### config.mk
export PLATFORM = sky130hd
export DESIGN_NAME = store_buffer
export DESIGN_NICKNAME = d
export VERILOG_FILES = /design/src/rtl/store_buffer.sv
export SDC_FILE = /design/constraint.sdc
export NUM_CORES = 1
export LEC_CHECK = 0
export CAP_MARGIN = 0
export CORE_UTILIZATION = 50
export CTS_BUF_LIST = sky130_fd_sc_hd__clkbuf_8
export DETAILED_ROUTE_END_ITERATION = 10
export GPL_TIMING_DRIVEN = 1
export HOLD_SLACK_MARGIN = 0.1
export PLACE_DENSITY = 0.73
export SLEW_MARGIN = 20
export SYNTH_ARGS = -nofsm -noshare
export SYNTH_HDL_FRONTEND = slang
export SYNTH_SLANG_ARGS = --single-unit
### constraint.sdc
create_clock -name clk -period 12.59 [get_ports clk]
set_input_delay 1.8885 -clock clk [delete_from_list [all_inputs] [get_ports clk]]
set_output_delay 1.8885 -clock clk [all_outputs]
set_load 0.02 [all_outputs]
### src/rtl/store_buffer.sv
// store_buffer: word-granular posted-write buffer between the MEM stage and a
// single-port data memory. Stores queue in a small circular FIFO and drain when
// no load needs the port. Loads forward from the youngest matching queued store.
// When the FIFO is full, the head drains unconditionally and the pipeline stalls.
module store_buffer #(
  parameter int DEPTH = 4,
  parameter int AW    = 32,
  parameter int DW    = 32
) (
  input  logic                      clk,
  input  logic                      rst,
  input  logic                      st_valid,
  input  logic [AW-1:0]             st_addr,
  input  logic [DW-1:0]             st_data,
  input  logic                      ld_valid,
  input  logic [AW-1:0]             ld_addr,
  output logic [DW-1:0]             ld_data,
  output logic                      stall,
  output logic [AW-1:0]             mem_addr,
  output logic [DW-1:0]             mem_wdata,
  output logic                      mem_read,
  output logic                      mem_write,
  input  logic [DW-1:0]             mem_rdata,
  output logic                      empty,
  output logic [$clog2(DEPTH):0]    count
);

  localparam int PW = $clog2(DEPTH);
  localparam int CW = PW + 1;

  logic [AW-3:0]  addr_q  [DEPTH];
  logic [DW-1:0]  data_q  [DEPTH];
  logic [DEPTH-1:0] valid_q;
  logic [PW-1:0]  head_q, tail_q;
  logic [CW-1:0]  count_q;

  logic           full;
  logic           enq;
  logic           drain;
  logic           fwd_hit;
  logic [DW-1:0]  fwd_data;
  logic [PW-1:0]  fwd_idx;

  // Byte-offset bits are meaningless for word accesses.
  logic unused_byte_bits;
  assign unused_byte_bits = ^{st_addr[1:0], ld_addr[1:0]};

  assign full  = (count_q == CW'(DEPTH));
  assign enq   = st_valid && !full;
  assign drain = full || (!ld_valid && (count_q != '0));
  assign empty = (count_q == '0);
  assign count = count_q;

  // Youngest matching entry wins: scan from oldest to youngest, later hits override.
  always_comb begin
    fwd_hit  = 1'b0;
    fwd_data = '0;
    fwd_idx  = '0;
    for (int i = 0; i < DEPTH; i++) begin
      fwd_idx = head_q + PW'(i);
      if (valid_q[fwd_idx] && (addr_q[fwd_idx] == ld_addr[AW-1:2])) begin
        fwd_hit  = 1'b1;
        fwd_data = data_q[fwd_idx];
      end
    end
  end

  // Memory port arbitration: full-drain, then load, then opportunistic drain.
  always_comb begin
    stall     = 1'b0;
    mem_addr  = '0;
    mem_wdata = '0;
    mem_read  = 1'b0;
    mem_write = 1'b0;
    ld_data   = '0;
    if (full) begin
      mem_write = 1'b1;
      mem_addr  = {addr_q[head_q], 2'b00};
      mem_wdata = data_q[head_q];
      stall     = st_valid || ld_valid;
    end else if (ld_valid) begin
      mem_read  = 1'b1;
      mem_addr  = {ld_addr[AW-1:2], 2'b00};
      ld_data   = fwd_hit ? fwd_data : mem_rdata;
    end else if (count_q != '0) begin
      mem_write = 1'b1;
      mem_addr  = {addr_q[head_q], 2'b00};
      mem_wdata = data_q[head_q];
    end
  end

  // FIFO control: pointers, occupancy and entry-valid flags.
  always_ff @(posedge clk) begin
    if (rst) begin
      head_q  <= '0;
      tail_q  <= '0;
      count_q <= '0;
      valid_q <= '0;
    end else begin
      if (enq) begin
        valid_q[tail_q] <= 1'b1;
        tail_q          <= tail_q + 1'b1;
      end
      if (drain) begin
        valid_q[head_q] <= 1'b0;
        head_q          <= head_q + 1'b1;
      end
      if (enq && !drain)
        count_q <= count_q + 1'b1;
      else if (drain && !enq)
        count_q <= count_q - 1'b1;
    end
  end

  // Entry payload: written at the tail on enqueue; validity is tracked separately.
  always_ff @(posedge clk) begin
    if (enq) begin
      addr_q[tail_q] <= st_addr[AW-1:2];
      data_q[tail_q] <= st_data;
    end
  end

endmodule

; ---- Word-level counts from Yosys, hierarchy flattened
; Memories as Yosys holds them, arrays and structs flattened. A register that Yosys moved wholly into a read port is not among the register bits.
; Index checks and enable logic that the tools add are counted.
; Widths: inputs -> output; s select.
[totals]
elab_cells = 92
ram_bits = 248
reg_bits = 11
out_inout_bits = 103
n_memories = 2
in_bits = 132
[classes]
addsub = 6
n_reduce_logical = 19
mux = 46
bitwise = 3
eq_ne = 5
order_cmp = 7
[memory_table]
columns = name, words, word_bits, rd, rd_ports_with_merged_regs, write_ports, line_no
row1 = data_q, 4, 32, 4, 1, 1, 32  ; logic [DW-1:0] data_q [DEPTH];
row2 = addr_q, 4, 30, 4, 1, 1, 31  ; logic [AW-3:0] addr_q [DEPTH];
[ops]
columns = op, n
row1 = $mux 32, 13
row2 = $eq 30x30->1, 4
row3 = $mux 1, 18
row4 = $lt 2x3->1 const B, 5
row5 = $mux 4, 3
row6 = $logic_and 1x1->1, 10
row7 = $bmux 1 s2, 4
row8 = $mux 2, 4
row9 = $mux 3, 2
row10 = $add 2x1->2 const B, 2
row11 = $add 2x2->2 const B, 2
row12 = $and 4x4->4, 1
row13 = $demux 1 s2, 2
row14 = $ge 2x1->1 const B, 2
row15 = $logic_not 1->1, 4
row16 = $not 4->4, 1
row17 = $or 4x4->4, 1
row18 = $add 3x1->3 const B, 1
row19 = $eq 3x3->1 const B, 1
row20 = $logic_not 3->1, 1
row21 = $reduce_bool 3->1, 1
row22 = $sub 3x1->3 const B, 1
row23 = $logic_or 1x1->1, 2
row24 = $reduce_bool 2->1, 1

; ---- Longest topological paths before layout
[logic_depth]
word_depth = 10
depth_mapped = 20
mapped_depth_nobuf = 11

; ---- Worst setup path after synthesis
; OpenSTA, ideal clock, no wires.
[synth_path]
path_kind = input port to output port
start = input ld_addr[21]
end = output ld_data[10]
arrival_time_ps = 4406
path_stages = 11
path_slack_ps = 6296
path_buffers = 2
required_ps = 10701
path_cell_list = buf_2 inv_1 xnor2_1 o21ai_0 or4_1 a2111oi_2 nand2_1 buf_2 mux2_4 a221oi_2 a22o_1
[synth_between]
elab_chain_cells = 9
word_cells_on_any_way = 19
classes_between = eq/ne: 4 / mux: 11 / reduce/logical: 4
[synth_rtl]
columns = item, line_no
row1 = from (decl), 16  ; input logic [AW-1:0] ld_addr,
row2 = $eq 30x30->1, 61  ; if (valid_q[fwd_idx] && (addr_q[fwd_idx] == ld_addr[AW-1:2])) begin
row3 = $logic_and 1x1->1, 61
row4 = $mux 32 / $mux 1 (equally long branches) (4 in a row), 61
row5 = $mux 32 *, 84  ; ld_data = fwd_hit ? fwd_data : mem_rdata;
row6 = $mux 32 *, 81  ; end else if (ld_valid) begin
row7 = $mux 32 *, 76  ; if (full) begin
row8 = to (decl), 17  ; output logic [DW-1:0] ld_data,
; Mark *: on every way between the ends. The rest lies on a longest branch, timed or not.

; ---- Worst setup path in the final report
[layout_path]
start = register head_q[1]
end = output ld_data[30]
[layout_between]
elab_chain_cells = 10
word_cells_on_any_way = 31
classes_between = add/sub: 3 / eq/ne: 3 / mux: 19 / reduce/logical: 4 / memory: 2
[layout_rtl]
columns = item, line_no
row1 = from (decl), 34  ; logic [PW-1:0] head_q, tail_q;
row2 = from (signal assigned), 106  ; head_q <= head_q + 1'b1;
row3 = $add 2x1->2 / $bmux 1 s2 (equally long branches), "60, 61"
row4 = $mem_v2 4x30 (tied with other cells), --
row5 = $eq 30x30->1 (tied with other cells), 61
row6 = $logic_and 1x1->1 (tied with other cells), 61
row7 = $mux 32 / $mux 1 (equally long branches) (3 in a row), 61
row8 = $mux 32 *, 84
row9 = $mux 32 *, 81
row10 = $mux 32 *, 76
; Mark *: on every way between the ends. The rest lies on a longest branch, timed or not. The select of a mux whose other input is x is not followed.

==> reports/results.ini <==
[floorplan]
die_area_um2=36900
die_h_um=192
std_cell_rows=69
die_width_um=192
initial_core_util_pct=50.8
ios=235
core_um2=35600

[clocking]
clk_latency_ns=0.57
cts_tree=yes
ctsHoldBuffers=0
clockRootBuffer=clkbuf_8
numCtsBuffers=43
cts_setup_buffers=0
cts.repair.resized=0
htreeDepth=2
cts_buffer_depth=3
numClockSinks=261
clkSlewWorstSetupHoldPaths_ns=0.07

[critical_path]
arrival_ns=8.28
cpPeakStageDelay_ns=1.05
crit_start=head_q[1]
crit_fanout=52
cpMaxStageDelayCell=dfxtp_2
timing.rr.start=count[0]
cp_cell_sequence=inv_1 -> ha_4 -> buf_4 -> mux4_2 -> xnor2_1 -> nand4_1 -> a2111oi_0 -> and4_2 -> buf_4 -> nor2_4 -> buf_4 -> a2111oi_2 -> a21o_1 -> clkdlybuf4s50_1
cp-end-kind=output port
cp-start-kind=register
worstPathRequired_ns=10.70
criticalPathCategory=reg -> out
worst_path_most_repeated_cell=buf_4

[synthesis]
yosysTopAreaCell=edfxtp_1
synth_edf_count=248
synth-seq-cells=261
synth-async-reset-ratio_pct=0
netlist_area_um2=18100
ys_top_cells_by_area=edfxtp_1 41%, mux4_2 17%, mux2i_1 6.1%
ys_seq_area_share_pct=42.6
yosysMostFrequentCell=edfxtp_1
yosysWarnings=0
ys_types=57
synth-main-ff-cell=edfxtp_1
synth_area_per_cell_um2=12.6
syn_inst=1432
synth_common_cells=248 x edfxtp_1, 135 x mux4_2, 111 x mux2i_1
synth_top_area_share_pct=41.2

[timing]
slew_violations=0
hold_viol=0
finalSetupViolCount=0
min_period_over_period_pct=80.8
worstMarginPinSlew_ns=1.09
finalCriticalPeriod_ns=10.17
fin_skew_ns=0.0213
rsz0062_at_grt=no
fin_tns_setup_ns=0
slew_headroom_pct=27.6
max_freq_mhz=98.4

[drt]
ant_nets=0
first_pass_iters=6
drt_iter0_markers=1236
drt_wl_total_um=50500
wl_per_cell_um=24.3
via_per_inst=6.45
remaining_drc_errors=0
num_vias=13427

[global_route]
grt_pass1_wl_um=75800
antenna_found_initial=2
grt_start_max_net_pins=81
grt.total_usage_pct=27.3
overflow=0
grt_pass1_vias=12782

[placement]
io_buffers=228
placedInstanceArea_um2=20500
dp.final_hpwl_um=33500
place.gp.congestion=0.926

[hold_path]
hp-class=reg -> reg
hold_path_startpoint=valid_q[3]

[pwr]
peakVddDrop_mv=0.209
p_leak_nw=6.80
finalPower_mw=4.08
power.density_nw_per_um2=192

[finish]
drive_above_1_share_pct=20.9
final_area_um2=21300
areaGrowthSynthToFinish_pct=17.6
nets=1727

[job]
maxCapViolCount=0

[status]
outcome=finished clean

[per-layer routing]
metal / vias up / GRT usage [%] / part of all wire (%) / wire, um
met2: 604 / 43.3 / 48 / 24000
met3: 118 / 5.28 / 8.5 / 4310
met1: 6741 / 37.2 / 40 / 20400
met4: 0 / 10.3 / 3.4 / 1720
met5: - / 0 / 0 / 0
li1: 5964 / - / - / -
[sequential cells by signal, summed over array words and instances, names as in the netlist, named ones only]
register	count
data_q	128
valid_q	4
count	3
addr_q	120
tail_q	2
head_q	2
[report_power, final]
part	internal (mW)	leakage, nW	switching, mW	total [mW]
Sequential	1.05	2.38	0.148	1.20
Combinational	0.992	3.96	1.18	2.18
Clock	0.373	0.455	0.336	0.708
Total	2.42	6.80	1.67	4.08
[critical path: cells and delay by family (launching register included)]
family | cells | cell delay, ns
DFF | 1 | 1.05
and+or+nand+nor | 3 | 1.08
xor gates and xnor gates | 1 | 0.38
AOI/OAI and AO/OA | 3 | 1.24
buffers and inverters | 5 | 2.70
muxes | 1 | 0.42
adders and majority gates | 1 | 0.76
[logic make-up (layout without fill, tap and decap cells)]
group	Yosys count	count (layout)	share of synthesized area (%)
AO/OA/AOI/OAI	278	278	11.4
XOR/XNOR	104	104	5.04
adder cells (fa/ha/maj)	10	10	0.733
buffers and inverters	159	344	4.25
flip-flops	261	261	42.6
multiplexers	324	324	28.2
other	1	4	0.0207
AND/OR/NAND/NOR	295	295	7.75
[final timing paths]
path / end / slack, ns / depth (start not counted)
setup / recovery: ld_data[30] / 2.42 / 14
hold / removal: valid_q[3] / 0.55 / 2
setup reg to reg: count[2] / 9.27 / 11
hold reg to reg: valid_q[3] / 0.55 / 2
[cell type report]
type | count | area, um2
timing repair buffer | 249 | 2440
sequential | 261 | 7720
multi-input combinational | 1013 | 9650
antenna | 2 | 5.00
clock inverter | 33 | 190
tap | 461 | 577
inverter | 17 | 63.8
clock buffer | 45 | 619
fill | 2816 | 14300
[per-stage QoR]
step           hold slack [ns]  std cells  util, %  worst slack, ns
3_3_place_gp             0.509       2001     57.5             3.16
2_1_floorplan            0.491       1433        -             6.30
6_report                 0.553       2081     59.8             2.42
4_1_cts                  0.537       2079     59.8             2.54
5_1_grt                  0.595       2081     59.8             2.20
3_5_place_dp             0.530       2001     57.5             3.14
[layout by cell type (no fill, tap or decap), types with 8 or more instances in the layout]
cell               n
a221oi_2          29
dfxtp_1            9
mux2_4            20
ha_1               8
xnor2_1           71
nand4_1           15
a22o_1            32
o21ai_0           40
nor3_1            37
a21oi_1           76
xor2_1            33
inv_1             27
nor2_1            95
nand2_1           73
edfxtp_1         248
clkinv_1          12
clkbuf_8          45
clkinv_2           8
buf_4             21
mux4_2           135
mux2i_1          111
and2_1            39
mux2_2            57
clkdlybuf4s50_1  228
o22ai_1           44
nor4_1            10
Note: power is estimated with default switching activity, not from simulation.
